`src/rtl/traffic_light_pkg.sv`:
```
// Shared types and constants for the traffic light monitor.
package traffic_light_pkg;

    // Decoded signal phase, encoded as reported on o_phase
    typedef enum logic [1:0] {
        PH_NSG = 2'd0,
        PH_NSY = 2'd1,
        PH_EWG = 2'd2,
        PH_EWY = 2'd3
    } phase_e;

    // Lamp order: [5] ns_g, [4] ns_y, [3] ns_r, [2] ew_g, [1] ew_y, [0] ew_r
    localparam logic [5:0] PAT_NSG = 6'b100001;
    localparam logic [5:0] PAT_NSY = 6'b010001;
    localparam logic [5:0] PAT_EWG = 6'b001100;
    localparam logic [5:0] PAT_EWY = 6'b001010;

    // Monitor FSM states
    typedef enum logic [1:0] {
        ST_HUNT   = 2'd0,
        ST_TRACK  = 2'd1,
        ST_LOCKED = 2'd2
    } state_e;

    // Legal successor; the cycle order matches the phase encoding
    function automatic phase_e next_phase(input phase_e p);
        return phase_e'(2'(p + 2'd1));
    endfunction

endpackage

```
`src/rtl/traffic_light_decode.sv`:
```
// Combinational lamp-pattern to phase decoder.
module traffic_light_decode
    import traffic_light_pkg::*;
(
    input  logic [5:0] light,
    output phase_e     phase,
    output logic       legal
);

    // Only the four exact patterns are legal; anything else reports phase 0
    always_comb begin
        phase = PH_NSG;
        legal = 1'b1;
        case (light)
            PAT_NSG: phase = PH_NSG;
            PAT_NSY: phase = PH_NSY;
            PAT_EWG: phase = PH_EWG;
            PAT_EWY: phase = PH_EWY;
            default: begin
                phase = PH_NSG;
                legal = 1'b0;
            end
        endcase
    end

endmodule

```
`src/rtl/traffic_light_monitor.sv`:
```
// Traffic light sequence monitor: decodes lamp patterns, checks phase order
// and dwell, locks onto a clean sequence and counts errors and full cycles.
// Optional feature: define TLM_CONFLICT_EN to enable the sticky
// cross-direction conflict flag on o_conflict.
module traffic_light_monitor
    import traffic_light_pkg::*;
#(
    parameter int unsigned LOCK_CNT  = 4,
    parameter int unsigned MAX_DWELL = 1,
    parameter int unsigned CNT_W     = 8
) (
    input  logic             i_clk,
    input  logic             i_rst,
    input  logic [5:0]       i_light,
    input  logic             i_clr,
    output logic [1:0]       o_phase,
    output logic             o_phase_vld,
    output logic             o_lock,
    output logic             o_err,
    output logic             o_err_sticky,
    output logic             o_conflict,
    output logic [CNT_W-1:0] o_err_cnt,
    output logic [CNT_W-1:0] o_cycle_cnt
);

    localparam int unsigned TC_W = (LOCK_CNT < 1) ? 1 : $clog2(LOCK_CNT + 1);
    localparam int unsigned DW_W = $clog2(MAX_DWELL + 2);

    phase_e           dec_phase;
    logic             dec_legal;
    phase_e           prev_phase;
    state_e           state;
    state_e           state_nxt;
    logic [TC_W-1:0]  tcnt;
    logic [TC_W-1:0]  tcnt_nxt;
    logic [DW_W-1:0]  dwell;
    logic [DW_W-1:0]  dwell_nxt;
    logic [31:0]      dwell_inc;
    logic             same_c;
    logic             succ_c;
    logic             stuck_c;
    logic             seq_err_c;
    logic             err_evt_c;
    logic             cycle_inc_c;
    logic [CNT_W-1:0] err_base;
    logic [CNT_W-1:0] err_cnt_nxt;
    logic [CNT_W-1:0] cycle_cnt_nxt;
    logic             sticky_nxt;

    traffic_light_decode u_decode (
        .light (i_light),
        .phase (dec_phase),
        .legal (dec_legal)
    );

    // Outside HUNT the previous sample was always legal, so o_phase is its phase
    assign prev_phase = phase_e'(o_phase);

    // Classify the current sample against the previous phase
    always_comb begin
        same_c    = (state != ST_HUNT) && dec_legal && (dec_phase == prev_phase);
        succ_c    = (state != ST_HUNT) && dec_legal && (dec_phase == next_phase(prev_phase));
        dwell_inc = 32'(dwell) + 32'd1;
        stuck_c   = same_c && (dwell_inc > MAX_DWELL);
        seq_err_c = (state != ST_HUNT) && dec_legal && !same_c && !succ_c;
        err_evt_c = !dec_legal || seq_err_c || stuck_c;
    end

    // Next state, transition count and dwell count
    always_comb begin
        state_nxt = state;
        tcnt_nxt  = tcnt;
        dwell_nxt = DW_W'(1);
        if (!dec_legal) begin
            dwell_nxt = '0;
        end else if (same_c && !stuck_c) begin
            dwell_nxt = DW_W'(dwell_inc);
        end
        case (state)
            ST_HUNT: begin
                if (dec_legal) begin
                    state_nxt = ST_TRACK;
                    tcnt_nxt  = '0;
                end
            end
            ST_TRACK: begin
                if (err_evt_c) begin
                    state_nxt = dec_legal ? ST_TRACK : ST_HUNT;
                    tcnt_nxt  = '0;
                end else if (succ_c) begin
                    tcnt_nxt = TC_W'(32'(tcnt) + 32'd1);
                    if ((32'(tcnt) + 32'd1) >= LOCK_CNT) begin
                        state_nxt = ST_LOCKED;
                    end
                end
            end
            ST_LOCKED: begin
                if (err_evt_c) begin
                    state_nxt = dec_legal ? ST_TRACK : ST_HUNT;
                    tcnt_nxt  = '0;
                end
            end
            default: begin
                state_nxt = ST_HUNT;
                tcnt_nxt  = '0;
            end
        endcase
    end

    // Counter and sticky updates; a coincident clear is applied before the error
    always_comb begin
        cycle_inc_c   = (state_nxt == ST_LOCKED) && succ_c && (dec_phase == PH_NSG);
        err_base      = i_clr ? '0 : o_err_cnt;
        err_cnt_nxt   = err_base;
        if (err_evt_c && (err_base != '1)) begin
            err_cnt_nxt = err_base + CNT_W'(1);
        end
        cycle_cnt_nxt = (i_clr ? '0 : o_cycle_cnt) + CNT_W'(cycle_inc_c);
        sticky_nxt    = (!i_clr && o_err_sticky) || err_evt_c;
    end

    // State register
    always_ff @(posedge i_clk or negedge i_rst) begin
        if (!i_rst) begin
            state <= ST_HUNT;
        end else begin
            state <= state_nxt;
        end
    end

    // Tracking counters and registered outputs
    always_ff @(posedge i_clk or negedge i_rst) begin
        if (!i_rst) begin
            tcnt         <= '0;
            dwell        <= '0;
            o_phase      <= 2'd0;
            o_phase_vld  <= 1'b0;
            o_lock       <= 1'b0;
            o_err        <= 1'b0;
            o_err_sticky <= 1'b0;
            o_err_cnt    <= '0;
            o_cycle_cnt  <= '0;
        end else begin
            tcnt         <= tcnt_nxt;
            dwell        <= dwell_nxt;
            o_phase      <= dec_phase;
            o_phase_vld  <= dec_legal;
            o_lock       <= (state_nxt == ST_LOCKED);
            o_err        <= err_evt_c;
            o_err_sticky <= sticky_nxt;
            o_err_cnt    <= err_cnt_nxt;
            o_cycle_cnt  <= cycle_cnt_nxt;
        end
    end

`ifdef TLM_CONFLICT_EN
    logic conflict_c;

    // Any NS green/yellow lit together with any EW green/yellow
    assign conflict_c = (|i_light[5:4]) && (|i_light[2:1]);

    // Sticky conflict flag; such samples are already illegal, so one error event
    always_ff @(posedge i_clk or negedge i_rst) begin
        if (!i_rst) begin
            o_conflict <= 1'b0;
        end else begin
            o_conflict <= (!i_clr && o_conflict) || conflict_c;
        end
    end
`else
    assign o_conflict = 1'b0;
`endif

endmodule

```
`config.mk`:
```
export PLATFORM = sky130hd
export DESIGN_NAME = traffic_light_monitor
export DESIGN_NICKNAME = d
export VERILOG_FILES = /design/src/rtl/traffic_light_pkg.sv /design/src/rtl/traffic_light_decode.sv /design/src/rtl/traffic_light_monitor.sv
export SDC_FILE = /design/constraint.sdc
export NUM_CORES = 1
export LEC_CHECK = 0
export CAP_MARGIN = 20
export CORE_MARGIN = 2
export CORE_UTILIZATION = 40
export CTS_BUF_LIST = sky130_fd_sc_hd__clkbuf_8
export DETAILED_ROUTE_END_ITERATION = 12
export PLACE_DENSITY = 0.68
export SKIP_LAST_GASP = 1
export SLEW_MARGIN = 20
export SYNTH_ARGS = -nofsm -noshare
export SYNTH_HDL_FRONTEND = slang
export SYNTH_SLANG_ARGS = --single-unit
```
`constraint.sdc`:
```
create_clock -name i_clk -period 3.4 [get_ports i_clk]
set_input_delay 0.68 -clock i_clk [delete_from_list [all_inputs] [get_ports i_clk]]
set_output_delay 0.68 -clock i_clk [all_outputs]
set_load 0.03 [all_outputs]
```
; Word-level counts from Yosys, hierarchy flattened
; Cells that the tools add are included.
[word_totals]
register_bits = 29
inputBits = 9
[op_classes]
muxes = 19
n_eq_ne = 13
n_addsub = 5
n_lt_le_gt_ge = 2
n_reduce_logical = 24
[ops]
columns = cell, n
row1 = two-way mux 8 bit, 3
row2 = two-way mux 2 bit, 7
row3 = "equality test 6 x 4 -> 1 bit, second input constant", 2
row4 = two-way mux 3 bit, 4
row5 = one-hot mux 2 bit (3 select lines), 2
row6 = logical AND 1 bit, 11
row7 = one-hot mux 3 bit (3 select lines), 1
row8 = adder 8 x 1 -> 8 bit, 1
row9 = "adder 8 x 1 -> 8 bit, second input constant", 1
row10 = "!= test 8 bit, second input constant", 1
row11 = "equality test 6 x 5 -> 1 bit, second input constant", 1
row12 = "equality test 6 bit, second input constant", 1
row13 = zero test 1 bit, 5
row14 = "adder 3 x 1 -> 4 bit, second input constant", 1
row15 = equality test 2 bit, 2
row16 = "equality test 2 bit, second input constant", 2
row17 = ">= comparator 4 x 3 -> 1 bit, second input constant", 1
row18 = zero test 2 bit, 2
row19 = "!= test 2 bit, second input constant", 2
row20 = OR reduction 4 bit, 1
row21 = "adder 2 x 1 -> 3 bit, second input constant", 1
row22 = "> comparator 3 x 1 -> 1 bit, second input constant", 1
row23 = logical OR 1 bit, 3
row24 = "!= test 3 bit, second input constant", 1
row25 = other kinds (5), 6

; Longest topological paths before layout
[depth]
ltp_word = 16
ltp_mapped = 13

; Modules after synthesis
; Synthesis repeated with hierarchy kept, for this count alone.
[hier_totals]
hier_cells = 164
hier_area_um2 = 1672.9
[modules_own_cells]
columns = mod, area_each_um2, cells_each, n_inst, seq_area_each_um2
row1 = traffic_light_monitor, 1596.5, 155, 1, 725.7
row2 = traffic_light_decode, 76.3, 9, 1, 0.0

; Worst setup path before layout
; No wires, ideal clock.
[synth_path]
path_kind = input to register
from = input i_light[0]
to = register o_cycle_cnt[7]
arrival_ns = 3.319
cell_stages = 12
path_slack_ns = -0.051
n_path_buf = 0
t_required_ns = 3.268
cell_sequence = or4b_1 -> or3_4 -> a211oi_2 -> o221ai_4 -> nor2_1 -> ha_1 -> nand2_1 -> nor3b_1 -> and4_1 -> nand2_1 -> xor2_1 -> nor2_1
[synth_via]
elab_chain_cells = 16
word_cells_on_any_way = 31
classes_between = add/sub: 1 / eq/ne: 7 / mux: 8 / reduce/logical: 15
[synth_rtl]
columns = item, line_no
row1 = "start, declared", traffic_light_monitor.sv:14  ; input logic [5:0] i_light,
row2 = "equality test 6 bit, or another cell as far along", traffic_light_decode.sv:14  ; case (light)
row3 = OR reduction 4 bit (no source line), n/a
row4 = two-way mux 1 bit, traffic_light_decode.sv:14
row5 = logical AND 1 bit, "traffic_light_monitor.sv:61, traffic_light_monitor.sv:62, traffic_light_monitor.sv:65"
row6 = logical AND 1 bit, traffic_light_monitor.sv:61  ; same_c = (state != ST_HUNT) && dec_legal && (dec_phase == prev_phase);
row7 = zero test 1 bit, traffic_light_monitor.sv:65  ; seq_err_c = (state != ST_HUNT) && dec_legal && !same_c && !succ_c;
row8 = logical AND 1 bit (2 in a row), traffic_light_monitor.sv:65
row9 = logical OR 1 bit (2 in a row), traffic_light_monitor.sv:66  ; err_evt_c = !dec_legal || seq_err_c || stuck_c;
row10 = "two-way mux 2 bit, on equally long branches", "traffic_light_monitor.sv:98, traffic_light_monitor.sv:87"
row11 = one-hot mux 2 bit (3 select lines), traffic_light_monitor.sv:79  ; case (state)
row12 = equality test 2 bit, traffic_light_monitor.sv:112  ; cycle_inc_c = (state_nxt == ST_LOCKED) && succ_c && (dec_phase == PH_NSG);
row13 = logical AND 1 bit, traffic_light_monitor.sv:112
row14 = logical AND 1 bit (*), traffic_light_monitor.sv:112
row15 = adder 8 x 1 -> 8 bit (*), traffic_light_monitor.sv:118  ; cycle_cnt_nxt = (i_clr ? '0 : o_cycle_cnt) + CNT_W'(cycle_inc_c);
row16 = via cycle_cnt_nxt[7], traffic_light_monitor.sv:47  ; logic [CNT_W-1:0] cycle_cnt_nxt;
row17 = "end signal, assigned", traffic_light_monitor.sv:152  ; o_cycle_cnt <= cycle_cnt_nxt;
row18 = "end, declared", traffic_light_monitor.sv:23  ; output logic [CNT_W-1:0] o_cycle_cnt
; Mark *: on every way through the listed nets, which the timed path passes. The rest lies on a longest branch.
; A chain may end at the register's enable or synchronous reset.

; Worst setup path after layout
[layout_path]
from = input i_light[1]
to = register o_cycle_cnt[7]
; The elaborated chain is that of the path after synthesis.

==> impl_metrics.py <==
metrics = {
    "setup_path": {
        "reg2reg_depth": 11,
        "cp_slowest_stage_delay_ps": 490,
        "critical-path-slowest-cell": "clkdlybuf4s50_1",
        "critical_path.max_fanout": 4,
        "crit_chain": "clkdlybuf4s50_1, xnor2_1, o21ai_0, buf_4, a211oi_4, o221ai_4, nor2_2, ha_2, nand2_2, nor3b_2, and4_1, nand2_1, xor2_1, nor2_1",
        "setup.worst_path.class": "input port to flip-flop",
        "critPathTopFamily": "simple AND/OR/NAND/NOR gates",
        "worst_ep_required_time_ps": 3560,
        "critical_path.n_buffers_inverters": 2,
        "worstSetupStartpointType": "input port",
        "end_kind": "flip-flop",
        "critical_path_arrival_ps": 3270,
        "path_depth": 14,
    },
    "logic_synthesis": {
        "yosysWarningCount": 0,
        "synth_enable_flop_cells": 0,
        "syn-num-nets": 178,
        "synth-seq-area-share_pct": 45.10,
        "syn_inst": 164,
        "synth_cell_type_count": 45,
        "synth-seq-cells": 29,
        "ys_async_sr_fraction_pct": 100.0,
        "syn-cell-area_sq_mm": 0.001609,
        "dominantRegCellSynth": "dfrtp_1",
        "post_synth.cell_area_avg_sq_um": 9.811,
    },
    "cts": {
        "post-cts-setup-buffers": 0,
        "htree_num_levels": 2,
        "cts.root.buffer_cell": "clkbuf_8",
        "clock_path_buffers": 2,
        "hold_buffers": 0,
        "tritoncts.num_buffers": 5,
        "cts_tree": "yes",
        "clk_latency_ps": 280,
        "cts.sink_count": 29,
        "worst_setup_hold_path_clk_slew_ps": 70,
    },
    "route": {
        "vias_per_cell": 5.155,
        "routed_wire_length_per_instance_um": 13.60,
        "drcViolationCount": 0,
        "wl_um": 3603,
        "first_pass_iteration_count_of_the_detailed_router": 4,
        "dr.first_iter.drc_count": 47,
        "via_count": 1366,
        "routed_antenna_nets": 0,
    },
    "power_and_ir_drop": {
        "switchingPower_mw": 0.2169,
        "total_power_mw": 0.7718,
        "cellLeakagePower_nw": 0.9682,
        "clock_power_share_pct": 35.6,
        "ir_drop_mv": 0.2467,
        "seq_power_share_pct": 47.8,
        "cellPowerDensity_mw_per_mm2": 350.3,
        "netSwitchingFraction_pct": 28.10,
        "internal_power_mw": 0.5549,
        "combinationalPowerShare_pct": 16.6,
    },
    "sta": {
        "finalSetupViolations": 0,
        "max_freq_mhz": 321.6,
        "final_max_tran_viols": 0,
        "layout_setup_ws_ps": 290.4,
        "setup_repair_after_global_routing_missed_its_margin": "no",
        "finalCritPeriodShare_pct": 91.46,
        "final_hold_viol_count": 0,
        "tns_ps": 0,
        "fin_hold_ws_ps": 459.4,
        "worst_clock_skew_ps": 2.732,
        "period_needed_ps": 3110,
    },
    "place": {
        "dp_hpwl_um": 2731,
        "place.port_buffers": 30,
        "dpl-instance-area_sq_mm": 0.002088,
        "place_worst_setup_slack_ps": -373.9,
        "place_congestion": 0.8736,
        "dpl.cell_count": 257,
    },
    "global_routing": {
        "globalRoute.totalOverflow": 0,
        "grt_antenna_before_repair": 0,
        "maximum_number_of_pins_on_one_net_before_global_route_repair": 30,
        "grt_util_all_layers_pct": 17.93,
        "vias_in_the_first_global_route": 1375,
        "wire_length_of_the_first_global_routing_pass_um": 6168,
    },
    "finish": {
        "stdcell_count": 265,
        "util_after_layout_pct": 55.89,
        "filler_cell_count": 340,
        "layout-area-overhead-vs-synth_pct": 36.94,
        "design_area_sq_mm": 0.002203,
        "post_route_cells_drive_above_1_share_pct": 18.14,
        "antennaDiodeCount": 0,
        "num-nets-final": 228,
    },
    "floorplan": {
        "initial_util_pct": 40.81,
        "core_sq_mm": 0.003943,
        "rows": 23,
        "design.die.area_sq_mm": 0.004546,
        "boundaryPins": 32,
        "die_y_um": 67.43,
        "fp.dieW_um": 67.43,
    },
    "hold_path": {
        "number_of_cells_on_the_worst_hold_path": 1,
        "worstHoldPathType": "flip-flop to flip-flop",
    },
    "run": {
        "max_cap_viol_count": 0,
    },
    "run_status": {
        "status": "finished, final reports clean",
    },
}
synthesized netlist by cell type (2+ instances only):
| cell type | number | area [sq um] |
|---|---|---|
| o22ai_1 | 2 | 12.51 |
| a21boi_0 | 2 | 15.01 |
| clkbuf_1 | 2 | 7.510 |
| nand3_1 | 12 | 60.06 |
| nand4_1 | 4 | 25.02 |
| nand2b_1 | 2 | 12.51 |
| nor3b_1 | 2 | 15.01 |
| o21ai_0 | 4 | 20.02 |
| ha_1 | 5 | 62.56 |
| nor2b_1 | 8 | 50.05 |
| nand2_1 | 15 | 56.30 |
| nor2_1 | 14 | 52.55 |
| nand4bb_1 | 2 | 22.52 |
| a211oi_1 | 3 | 22.52 |
| and3_1 | 3 | 18.77 |
| buf_1 | 2 | 7.510 |
| dfrtp_1 | 29 | 725.7 |
| mux2_1 | 2 | 22.52 |
| xnor2_1 | 8 | 70.07 |
| inv_1 | 8 | 30.03 |
| xor2_1 | 7 | 61.31 |
| and4_1 | 3 | 26.28 |
| and2_1 | 2 | 12.51 |
| a31oi_1 | 2 | 12.51 |
layer usage:
layer	share of wire [%]	global-route usage [%]
met5	0	0
met4	1.8	6.888
met3	2.4	3.500
met2	51	30.20
met1	44	22.72
power by group through the flow:
stage	clock network [mW]	logic, mW	registers, mW
2_1_floorplan	0	0.0466	0.395
3_3_place_gp	0	0.125	0.375
3_5_place_dp	0	0.128	0.375
4_1_cts	0.281	0.129	0.369
5_1_grt	0.296	0.140	0.371
6_report	0.275	0.128	0.369
worst paths after layout:
kind	startpoint	to	slack, ps
worst min register to register	dwell[0]$_DFF_PN0_	dwell[0]$_DFF_PN0_	460
max in group asynchronous	i_rst	o_err$_DFF_PN0_	2360
worst max-delay path	i_light[1]	o_cycle_cnt[7]$_DFF_PN0_	290
worst min-delay path	dwell[0]$_DFF_PN0_	dwell[0]$_DFF_PN0_	460
worst max register to register	o_phase[1]$_DFF_PN0_	o_cycle_cnt[7]$_DFF_PN0_	1020
min in group asynchronous	i_rst	o_cycle_cnt[7]$_DFF_PN0_	780
kinds of logic after synthesis:
kind of cell / count (synthesis) / synth area share [%]
simple gates: 75 / 25.89
flops: 29 / 45.10
compound gates: 21 / 10.42
xor+xnor: 15 / 8.165
buf+inv: 15 / 4.277
fa+ha+maj: 5 / 3.888
mux: 3 / 2.022
other cells: 1 / 0.2331
final cells by class:
class	instances	area, sq um	share of cell area [%]
clock buffer	5	68.82	3.123
clock inverter	3	17.52	0.7950
inverter	8	30.03	1.363
multi-input combinational	120	838.3	38.05
sequential	29	725.7	32.94
tap	50	62.56	2.839
timing repair buffer	50	460.4	20.90
sequential cells by signal (all words and copies together) (netlist names):
register and count:
o_err_cnt 8, o_err 1, o_phase_vld 1, dwell 2
o_lock 1, state 2, tcnt 3, o_cycle_cnt 8
o_err_sticky 1, o_phase 2
timing repair:
item / in CTS / in global routing
pin swaps: 1 / 9
setup endpoints to repair: 1 / 5
gates cloned: 0 / 0
resized for setup: 2 / 7
cell usage in the layout (no fill, tap or decap), drive strengths merged, types with 2 or more instances in the layout:
master          n
xnor2           8
o21ai           4
o221ai          2
and4            4
ha              5
clkbuf          5
nor3b           2
dlymetal6s2s    4
nand2          16
buf            20
nand2b          2
and3            3
xor2            7
nand4bb         2
inv             8
nand4           4
nand3          12
nor2b           8
a31oi           2
o22ai           2
a21boi          3
nor2           14
dfrtp          29
a211oi          4
mux2            2
clkinv          2
and2            2
clkdlybuf4s50  26
No activity file was read; power rests on OpenSTA's default activity.
